File: config.mk
export PLATFORM = sky130hd
export DESIGN_NAME = led_status_sequencer_flat
export DESIGN_NICKNAME = d
export VERILOG_FILES = /design/src/rtl/led_status_sequencer_if.sv /design/src/rtl/led_status_sequencer.sv /design/src/flat_wrapper.sv
export SDC_FILE = /design/constraint.sdc
export NUM_CORES = 1
export LEC_CHECK = 0
export ABC_AREA = 1
export ABC_CLOCK_PERIOD_IN_PS = 2050
export CAP_MARGIN = 20
export CORE_AREA = 2 2 103 105
export CTS_BUF_LIST = sky130_fd_sc_hd__clkbuf_4 sky130_fd_sc_hd__clkbuf_8
export CTS_CLUSTER_DIAMETER = 120
export DETAILED_ROUTE_END_ITERATION = 6
export DIE_AREA = 0 0 105 107
export MAX_ROUTING_LAYER = met4
export PLACE_DENSITY_LB_ADDON = 0.2
export SLEW_MARGIN = 5
export SYNTH_ARGS = -nofsm -noshare
export SYNTH_HDL_FRONTEND = slang
export SYNTH_SLANG_ARGS = --single-unit
File: constraint.sdc
create_clock -name clk -period 2.05 [get_ports clk]
set_input_delay 0.41 -clock clk [delete_from_list [all_inputs] [get_ports clk]]
set_output_delay 0.41 -clock clk [all_outputs]
set_load 0.02 [all_outputs]
File: src/rtl/led_status_sequencer_if.sv
// Signal bundle between an event-producing master and the shared status-LED sequencer.
interface led_status_sequencer_if;
   logic [2:0] req;
   logic       clr_err;
   logic       led;
   logic       busy;
   logic [2:0] grant;
   logic [1:0] active_id;

   modport master (
      output req,
      output clr_err,
      input  led,
      input  busy,
      input  grant,
      input  active_id
   );

   modport slave (
      input  req,
      input  clr_err,
      output led,
      output busy,
      output grant,
      output active_id
   );
endinterface

File: src/rtl/led_status_sequencer.sv
// Arbitrates three latched event sources onto one LED, playing a per-source blink burst then a dark gap.
// Optional LED_STATUS_ERR_STICKY_EN: pending[2] survives its grant and is cleared only by clr_err.
module led_status_sequencer #(
   parameter logic [31:0] CLOCK_FREQUENCY = 32'd33_000_000,
   parameter logic [31:0] BLINK_FREQUENCY = 32'd2,
   parameter logic [3:0]  BLINKS0         = 4'd1,
   parameter logic [3:0]  BLINKS1         = 4'd2,
   parameter logic [3:0]  BLINKS2         = 4'd3,
   parameter logic [3:0]  GAP_PHASES      = 4'd2
) (
   input  logic                  clk,
   input  logic                  rst,
   led_status_sequencer_if.slave bus
);

   localparam logic [31:0] HALF    = CLOCK_FREQUENCY / (BLINK_FREQUENCY * 32'd2);
   localparam logic [31:0] GAP_LEN = {28'd0, GAP_PHASES} * HALF;

   if (HALF < 32'd1) begin : g_bad_half
      $error("led_status_sequencer: HALF must be at least 1");
   end
   if (BLINKS0 == 4'd0 || BLINKS1 == 4'd0 || BLINKS2 == 4'd0) begin : g_bad_blinks
      $error("led_status_sequencer: every BLINKSn must be non-zero");
   end
   if (GAP_PHASES == 4'd0) begin : g_bad_gap
      $error("led_status_sequencer: GAP_PHASES must be non-zero");
   end

   typedef enum logic [1:0] {
      ST_IDLE,
      ST_ON,
      ST_OFF,
      ST_GAP
   } state_t;

   state_t      state_q, state_d;
   logic [2:0]  pending_q, pending_d;
   logic [31:0] phase_cnt_q, phase_cnt_d;
   logic [3:0]  blink_cnt_q, blink_cnt_d;
   logic        led_q, led_d;
   logic        busy_q, busy_d;
   logic [2:0]  grant_q, grant_d;
   logic [1:0]  active_id_q, active_id_d;
   logic [2:0]  clear_mask;
   logic [3:0]  blinks_cur;

`ifndef LED_STATUS_ERR_STICKY_EN
   logic unused_clr_err;
   assign unused_clr_err = bus.clr_err;
`endif

   always_comb begin
      case (active_id_q)
         2'd1:    blinks_cur = BLINKS1;
         2'd2:    blinks_cur = BLINKS2;
         default: blinks_cur = BLINKS0;
      endcase
   end

   always_comb begin
      state_d     = state_q;
      phase_cnt_d = phase_cnt_q;
      blink_cnt_d = blink_cnt_q;
      led_d       = led_q;
      grant_d     = '0;
      active_id_d = active_id_q;

      unique case (state_q)
         ST_IDLE: begin
            if (pending_q != '0) begin
               state_d     = ST_ON;
               led_d       = 1'b1;
               phase_cnt_d = '0;
               blink_cnt_d = '0;
               if (pending_q[2]) begin
                  grant_d     = 3'b100;
                  active_id_d = 2'd2;
               end else if (pending_q[1]) begin
                  grant_d     = 3'b010;
                  active_id_d = 2'd1;
               end else begin
                  grant_d     = 3'b001;
                  active_id_d = 2'd0;
               end
            end
         end
         ST_ON: begin
            if (phase_cnt_q == HALF - 32'd1) begin
               state_d     = ST_OFF;
               led_d       = 1'b0;
               phase_cnt_d = '0;
            end else begin
               phase_cnt_d = phase_cnt_q + 32'd1;
            end
         end
         ST_OFF: begin
            if (phase_cnt_q == HALF - 32'd1) begin
               phase_cnt_d = '0;
               if (blink_cnt_q == blinks_cur - 4'd1) begin
                  state_d = ST_GAP;
               end else begin
                  state_d     = ST_ON;
                  led_d       = 1'b1;
                  blink_cnt_d = blink_cnt_q + 4'd1;
               end
            end else begin
               phase_cnt_d = phase_cnt_q + 32'd1;
            end
         end
         ST_GAP: begin
            if (phase_cnt_q == GAP_LEN - 32'd1) begin
               state_d     = ST_IDLE;
               phase_cnt_d = '0;
               blink_cnt_d = '0;
               active_id_d = 2'd0;
            end else begin
               phase_cnt_d = phase_cnt_q + 32'd1;
            end
         end
         default: state_d = ST_IDLE;
      endcase

      busy_d = (state_d != ST_IDLE);

      // A new req on the granting edge re-arms the source, so it replays exactly once.
      clear_mask = grant_d;
`ifdef LED_STATUS_ERR_STICKY_EN
      clear_mask[2] = 1'b0;
`endif
      pending_d = (pending_q & ~clear_mask) | bus.req;
`ifdef LED_STATUS_ERR_STICKY_EN
      if (bus.clr_err) begin
         pending_d[2] = bus.req[2];
      end
`endif
   end

   always_ff @(posedge clk) begin
      if (rst) begin
         state_q     <= ST_IDLE;
         pending_q   <= '0;
         phase_cnt_q <= '0;
         blink_cnt_q <= '0;
         led_q       <= 1'b0;
         busy_q      <= 1'b0;
         grant_q     <= '0;
         active_id_q <= '0;
      end else begin
         state_q     <= state_d;
         pending_q   <= pending_d;
         phase_cnt_q <= phase_cnt_d;
         blink_cnt_q <= blink_cnt_d;
         led_q       <= led_d;
         busy_q      <= busy_d;
         grant_q     <= grant_d;
         active_id_q <= active_id_d;
      end
   end

   assign bus.led       = led_q;
   assign bus.busy      = busy_q;
   assign bus.grant     = grant_q;
   assign bus.active_id = active_id_q;

endmodule

File: src/flat_wrapper.sv
// flat-port wrapper written by rule: the top's interface ports become plain ports
module led_status_sequencer_flat 
#(
   parameter logic [31:0] CLOCK_FREQUENCY = 32'd33_000_000,
   parameter logic [31:0] BLINK_FREQUENCY = 32'd2,
   parameter logic [3:0]  BLINKS0         = 4'd1,
   parameter logic [3:0]  BLINKS1         = 4'd2,
   parameter logic [3:0]  BLINKS2         = 4'd3,
   parameter logic [3:0]  GAP_PHASES      = 4'd2
)
  (clk, rst, bus_req, bus_clr_err, bus_led, bus_busy, bus_grant, bus_active_id);
  led_status_sequencer_if bus_i ();
  input  logic clk;
  input  logic rst;
  input wire logic [$bits(bus_i.req)-1:0] bus_req;
  input wire logic [$bits(bus_i.clr_err)-1:0] bus_clr_err;
  output wire logic [$bits(bus_i.led)-1:0] bus_led;
  output wire logic [$bits(bus_i.busy)-1:0] bus_busy;
  output wire logic [$bits(bus_i.grant)-1:0] bus_grant;
  output wire logic [$bits(bus_i.active_id)-1:0] bus_active_id;
  assign bus_i.req = bus_req;
  assign bus_i.clr_err = bus_clr_err;
  assign bus_led = bus_i.led;
  assign bus_busy = bus_i.busy;
  assign bus_grant = bus_i.grant;
  assign bus_active_id = bus_i.active_id;
  led_status_sequencer #(.CLOCK_FREQUENCY(CLOCK_FREQUENCY), .BLINK_FREQUENCY(BLINK_FREQUENCY), .BLINKS0(BLINKS0), .BLINKS1(BLINKS1), .BLINKS2(BLINKS2), .GAP_PHASES(GAP_PHASES)) u_core (.clk(clk), .rst(rst), .bus(bus_i));
endmodule
Yosys cells after proc, flatten, opt, wreduce, memory -nomap -nowiden. Cells that the tools add are included.

Memories kept: 0. Input port bits: 6. Output and inout bits: 7. Bits in latches: 0. ROM bits: 0. RAM bits: 0. Word-level logic and storage cells: 67. Register bits after elaboration: 48.

Multipliers: 0. Eq/ne operators: 13. $add $sub $neg: 3. Shifts and indexed selects: 0. Divide/modulo/power cells: 0. Bitwise gates (word level): 3. Reduce and logical (&&, ||, !) cells: 10. $lt $le $gt $ge: 0. Multiplexer cells: 30.

Operators with widths (number): two-way mux 32 bit (3); case mux 32 bit (3 select lines) (1); adder 32 x 1 -> 32 bit, second input constant (1); == test 32 x 23 -> 1 bit, second input constant (1); == test 32 x 24 -> 1 bit, second input constant (1); two-way mux 2 bit (9); two-way mux 4 bit (4); case mux 4 bit (3 select lines) (1); AND reduction 5 bit (2); two-way mux 3 bit (3); nonzero test 3 bit (3); != test 2 x 1 -> 1 bit, second input constant (4); case mux 2 bit (2 select lines) (2); case mux 2 bit (4 select lines) (1); == test 2 bit, second input constant (3); two-way mux 1 bit (5); adder 4 x 1 -> 4 bit, second input constant (1); == test 2 x 1 -> 1 bit, second input constant (2); == test 4 bit (1); nonzero test 2 bit (2); bitwise AND 3 bit (1); inverter 3 bit (1); bitwise OR 3 bit (1); case mux 1 bit (3 select lines) (1); 5 further kinds (5).

Depth between registers and ports, before layout.
Depth in word-level cells: 8. Mapped depth: 14. Gate-level depth less buffers: 12.

Worst setup path before layout. No wires, ideal clock.

Kind: register to register. Start point: reg u_core.state_q[0]. End point: reg u_core.phase_cnt_q[19]. Cell stages (with the launch flop): 12. Data required time: 1.935 ns. Path slack: 0.380 ns. Clock period less this slack: 1.670 ns. Library setup time: 0.115 ns. Arrival: 1.555 ns. Buffers on the path: 0. Cell sequence: dfxtp_1 > inv_1 > ha_1 > nand2_1 > nor2_2 > inv_2 > nand2_2 > nor2_2 > nand2_2 > nor2_2 > xnor2_1 > nor2_2.

Cells in the longest elaborated chain, start to end: 3. Elaborated cells on any way between the ends: 7. Classes of those cells: eq/ne: 4; mux: 1; reduce/logical: 2.

Ends and longest elaborated chain: start: declaration (RTL line led_status_sequencer.sv:36) `state_t state_q, state_d;`; start signal: assignment (RTL line led_status_sequencer.sv:149) `state_q <= state_d;`; == test 2 x 1 -> 1 bit or == test 2 bit (tied branches) (RTL line led_status_sequencer.sv:68) `unique case (state_q)`; OR reduction 2 bit (no line); case mux 32 bit (3 select lines) (RTL line led_status_sequencer.sv:68); end signal: assignment (RTL line led_status_sequencer.sv:151) `phase_cnt_q <= phase_cnt_d;`; end: declaration (RTL line led_status_sequencer.sv:38) `logic [31:0] phase_cnt_q, phase_cnt_d;`.

Several ways; a longest one is shown, not always the timed one. A chain may end at the register's enable or synchronous reset.

Worst setup path in the final report.
Start point: reg u_core.phase_cnt_q[0]. End point: reg u_core.phase_cnt_q[19].

Cells in the longest elaborated chain, start to end: 3. Elaborated cells on any way between the ends: 6. Classes of those cells: add/sub: 1; eq/ne: 2; mux: 3.

Ends and longest elaborated chain (RTL line): adder 32 x 1 -> 32 bit (tied with other cells) (led_status_sequencer.sv:93, led_status_sequencer.sv:107, led_status_sequencer.sv:117); two-way mux 32 bit (on tied branches) (led_status_sequencer.sv:111, led_status_sequencer.sv:88, led_status_sequencer.sv:97); case mux 32 bit (3 select lines) (*) (led_status_sequencer.sv:68).

Every way passes the cells marked *; elsewhere a longest branch is shown, timed or not.

==> results.toml <==
[placement]
port_buffers = 11
place_area_sq_um = 3250
dp_hpwl_microns = 5330
place_ws_ns = 0.109
placed_cells = 582
gp_congestion = 0.883

[run]
max_cap_viol_count = 0

[power]
power.share.sequential = 0.531
ir_drop_mv = 0.261
p_total_uw = 1850
p_int_uw = 1320
power_frac_clock = 0.305
netSwitchingPower_uw = 533
power_leakage_uw = 0.00127
combPwrFrac = 0.164
sw_frac_of_total = 0.288
power.density_nw_per_um2 = 551

[timing]
layout_min_cycle_time_ns = 1.83
rsz0062_at_grt = "false"
layout_worst_path_cycle_share = 0.890
setup_viol_count_final = 0
worst_pin_slew_ns = 0.466
tns_ns = 0
hold_violations = 0
fmax_mhz = 548
finClkSkew_ns = 0.00715
slew_headroom = 0.688
worst_slack_ns = 0.225
drv_slew = 0

[synthesis]
ys_seq_area_frac = 0.326
synth_seq_cells = 48
syn_area_per_cell_sq_um = 6.89
synthesis.area_sq_um = 2950
synth.distinct_cells = 39
synth_cells = 428
synth_warnings = 0
syn_nets = 441

[drt]
routed_wl_microns = 7000
wire_per_inst_microns = 11.9
viasPerCell = 4.48
ant_nets = 0
drc = 0
drtPass1Iterations = 4
drt_iter0_markers = 80
vias = 2641

[clock_network]
cts.clk_slew.worst_paths_ns = 0.09
post_cts_buffers = 0
cts_resized = 0
clk_path_buf_depth = 2
clockRootBuffer = "clkbuf_8"
htree_levels = 2
numCtsBuffers = 5
cts_sinks = 48
clk_latency_ns = 0.30
hold_buffers = 0
tritoncts = "done"

[layout]
drive_gt1_frac = 0.165
design_area_sq_um = 3360
layout_common_cells = "nand2_1, nor2_1, inv_1"
antenna_cells = 0
fill_cells = 1149
area_growth_pct = 13.9
stdcell_count = 590
layout_commonest_cell = "nand2_1"
nNetsFinal = 467

[setup_path]
critPathRequiredTime_ns = 2.25
crit_path_start_kind = "register"
cp-end-kind = "register"
crit_arrival_ns = 2.03
critical_path_class = "reg2reg"
worstPathMaxFanout = 13

[die]
die_x_microns = 105
start_util = 0.292
core_sq_um = 10100
num_rows = 37
die_y_microns = 107
top_level_ports = 13
dieArea_sq_um = 11200

[grt]
grt_first_pass_wirelength_microns = 11900
grt_overflow = 0
grtUsageTotal = 0.132
antenna_found_initial = 0
grt_max_degree = 27
grt_pass1_vias = 2589

[min_path]
min_path_type = "reg2reg"

[status]
status = "complete, no violations"
==> path summary, 6_finish.rpt <==
path / from / end / slack (ns) / depth (start not counted)
hold / removal: u_core.phase_cnt_q[31]$_SDFFE_PP0P_ / u_core.phase_cnt_q[31]$_SDFFE_PP0P_ / 0.49 / 2
hold reg to reg: u_core.phase_cnt_q[31]$_SDFFE_PP0P_ / u_core.phase_cnt_q[31]$_SDFFE_PP0P_ / 0.49 / 2
setup reg to reg: u_core.phase_cnt_q[0]$_SDFFE_PP0P_ / u_core.phase_cnt_q[19]$_SDFFE_PP0P_ / 0.22 / 12
setup / recovery: u_core.phase_cnt_q[0]$_SDFFE_PP0P_ / u_core.phase_cnt_q[19]$_SDFFE_PP0P_ / 0.22 / 12
==> logic make-up (layout without fill, tap and decap cells) <==
family                     count (synthesis)  after routing  synth area share
buffers and inverters                     62             87            0.0967
xor gates and xnor gates                  10             10            0.0297
and+or+nand+nor                          258            259             0.435
AOI/OAI and AO/OA                         43             43            0.0831
adders and majority gates                  7              7            0.0297
DFF                                       48             48             0.326
==> metrics by stage <==
stage,hold WS [ns],utilization
6_report,0.490,0.333
3_5_place_dp,0.475,0.322
5_1_grt,0.518,0.333
2_1_floorplan,0.449,-
4_1_cts,0.489,0.330
3_3_place_gp,0.465,0.322
==> power by group through the flow <==
stage / clock network [uW] / registers [uW] / logic (uW)
6_report: 565 / 983 / 303
5_1_grt: 631 / 988 / 339
4_1_cts: 590 / 982 / 294
3_5_place_dp: 0 / 1000 / 292
3_3_place_gp: 0 / 1000 / 296
2_1_floorplan: 0 / 1020 / 196
==> layer usage <==
metal | GRT usage | part of all wire
met1 | 0.165 | 0.51
met2 | 0.218 | 0.45
met3 | 0.0243 | 0.026
met4 | 0.0381 | 0.014
met5 | - | 0
==> state kept, by name, summed over array words and instances, names as in the netlist <==
register	count
u_core.bus.led	1
u_core.bus.busy	1
u_core.bus.grant	3
u_core.pending_q	3
u_core.bus.active_id	2
u_core.blink_cnt_q	4
u_core.state_q	2
u_core.phase_cnt_q	32
==> final cells by class <==
cell class	count	area, sq um	share of cell area
inverter	56	210	0.0625
clock buffer	6	76.3	0.0227
clock inverter	1	5.00	0.00149
sequential	48	962	0.286
timing repair buffer	24	208	0.0618
multi-input combinational	319	1730	0.515
tap	136	170	0.0506
==> cell usage after synthesis (all sizes together) <==
library cell,number,share of area
xor2,8,0.024
or2,2,0.0042
nor4,3,0.0064
nand3,25,0.046
buf,4,0.020
clkbuf,1,0.0013
o21ai,11,0.019
ha,7,0.030
dlymetal6s2s,1,0.0042
clkinv,1,0.0013
o21a,1,0.0025
and3,2,0.0042
nand2,113,0.17
nand3b,2,0.0064
o21bai,2,0.0051
nor3b,1,0.0025
a21oi,26,0.050
a31oi,3,0.0064
dfxtp,48,0.33
nand4,12,0.025
nor2,74,0.12
inv,55,0.070
xnor2,2,0.0059
nor3,24,0.055
==> worst max-delay path: stages (launching register included) <==
cell	delay, ns
dfxtp_1	0.39
ha_1	0.20
nand2_2	0.08
nor2_4	0.15
nand3_1	0.09
nor2_1	0.11
nand2_1	0.11
nand2_4	0.11
nand2_4	0.08
nand2_4	0.07
nand2_4	0.11
nand2_8	0.18
nor2_2	0.06
Power figures use the tool's default switching activity.
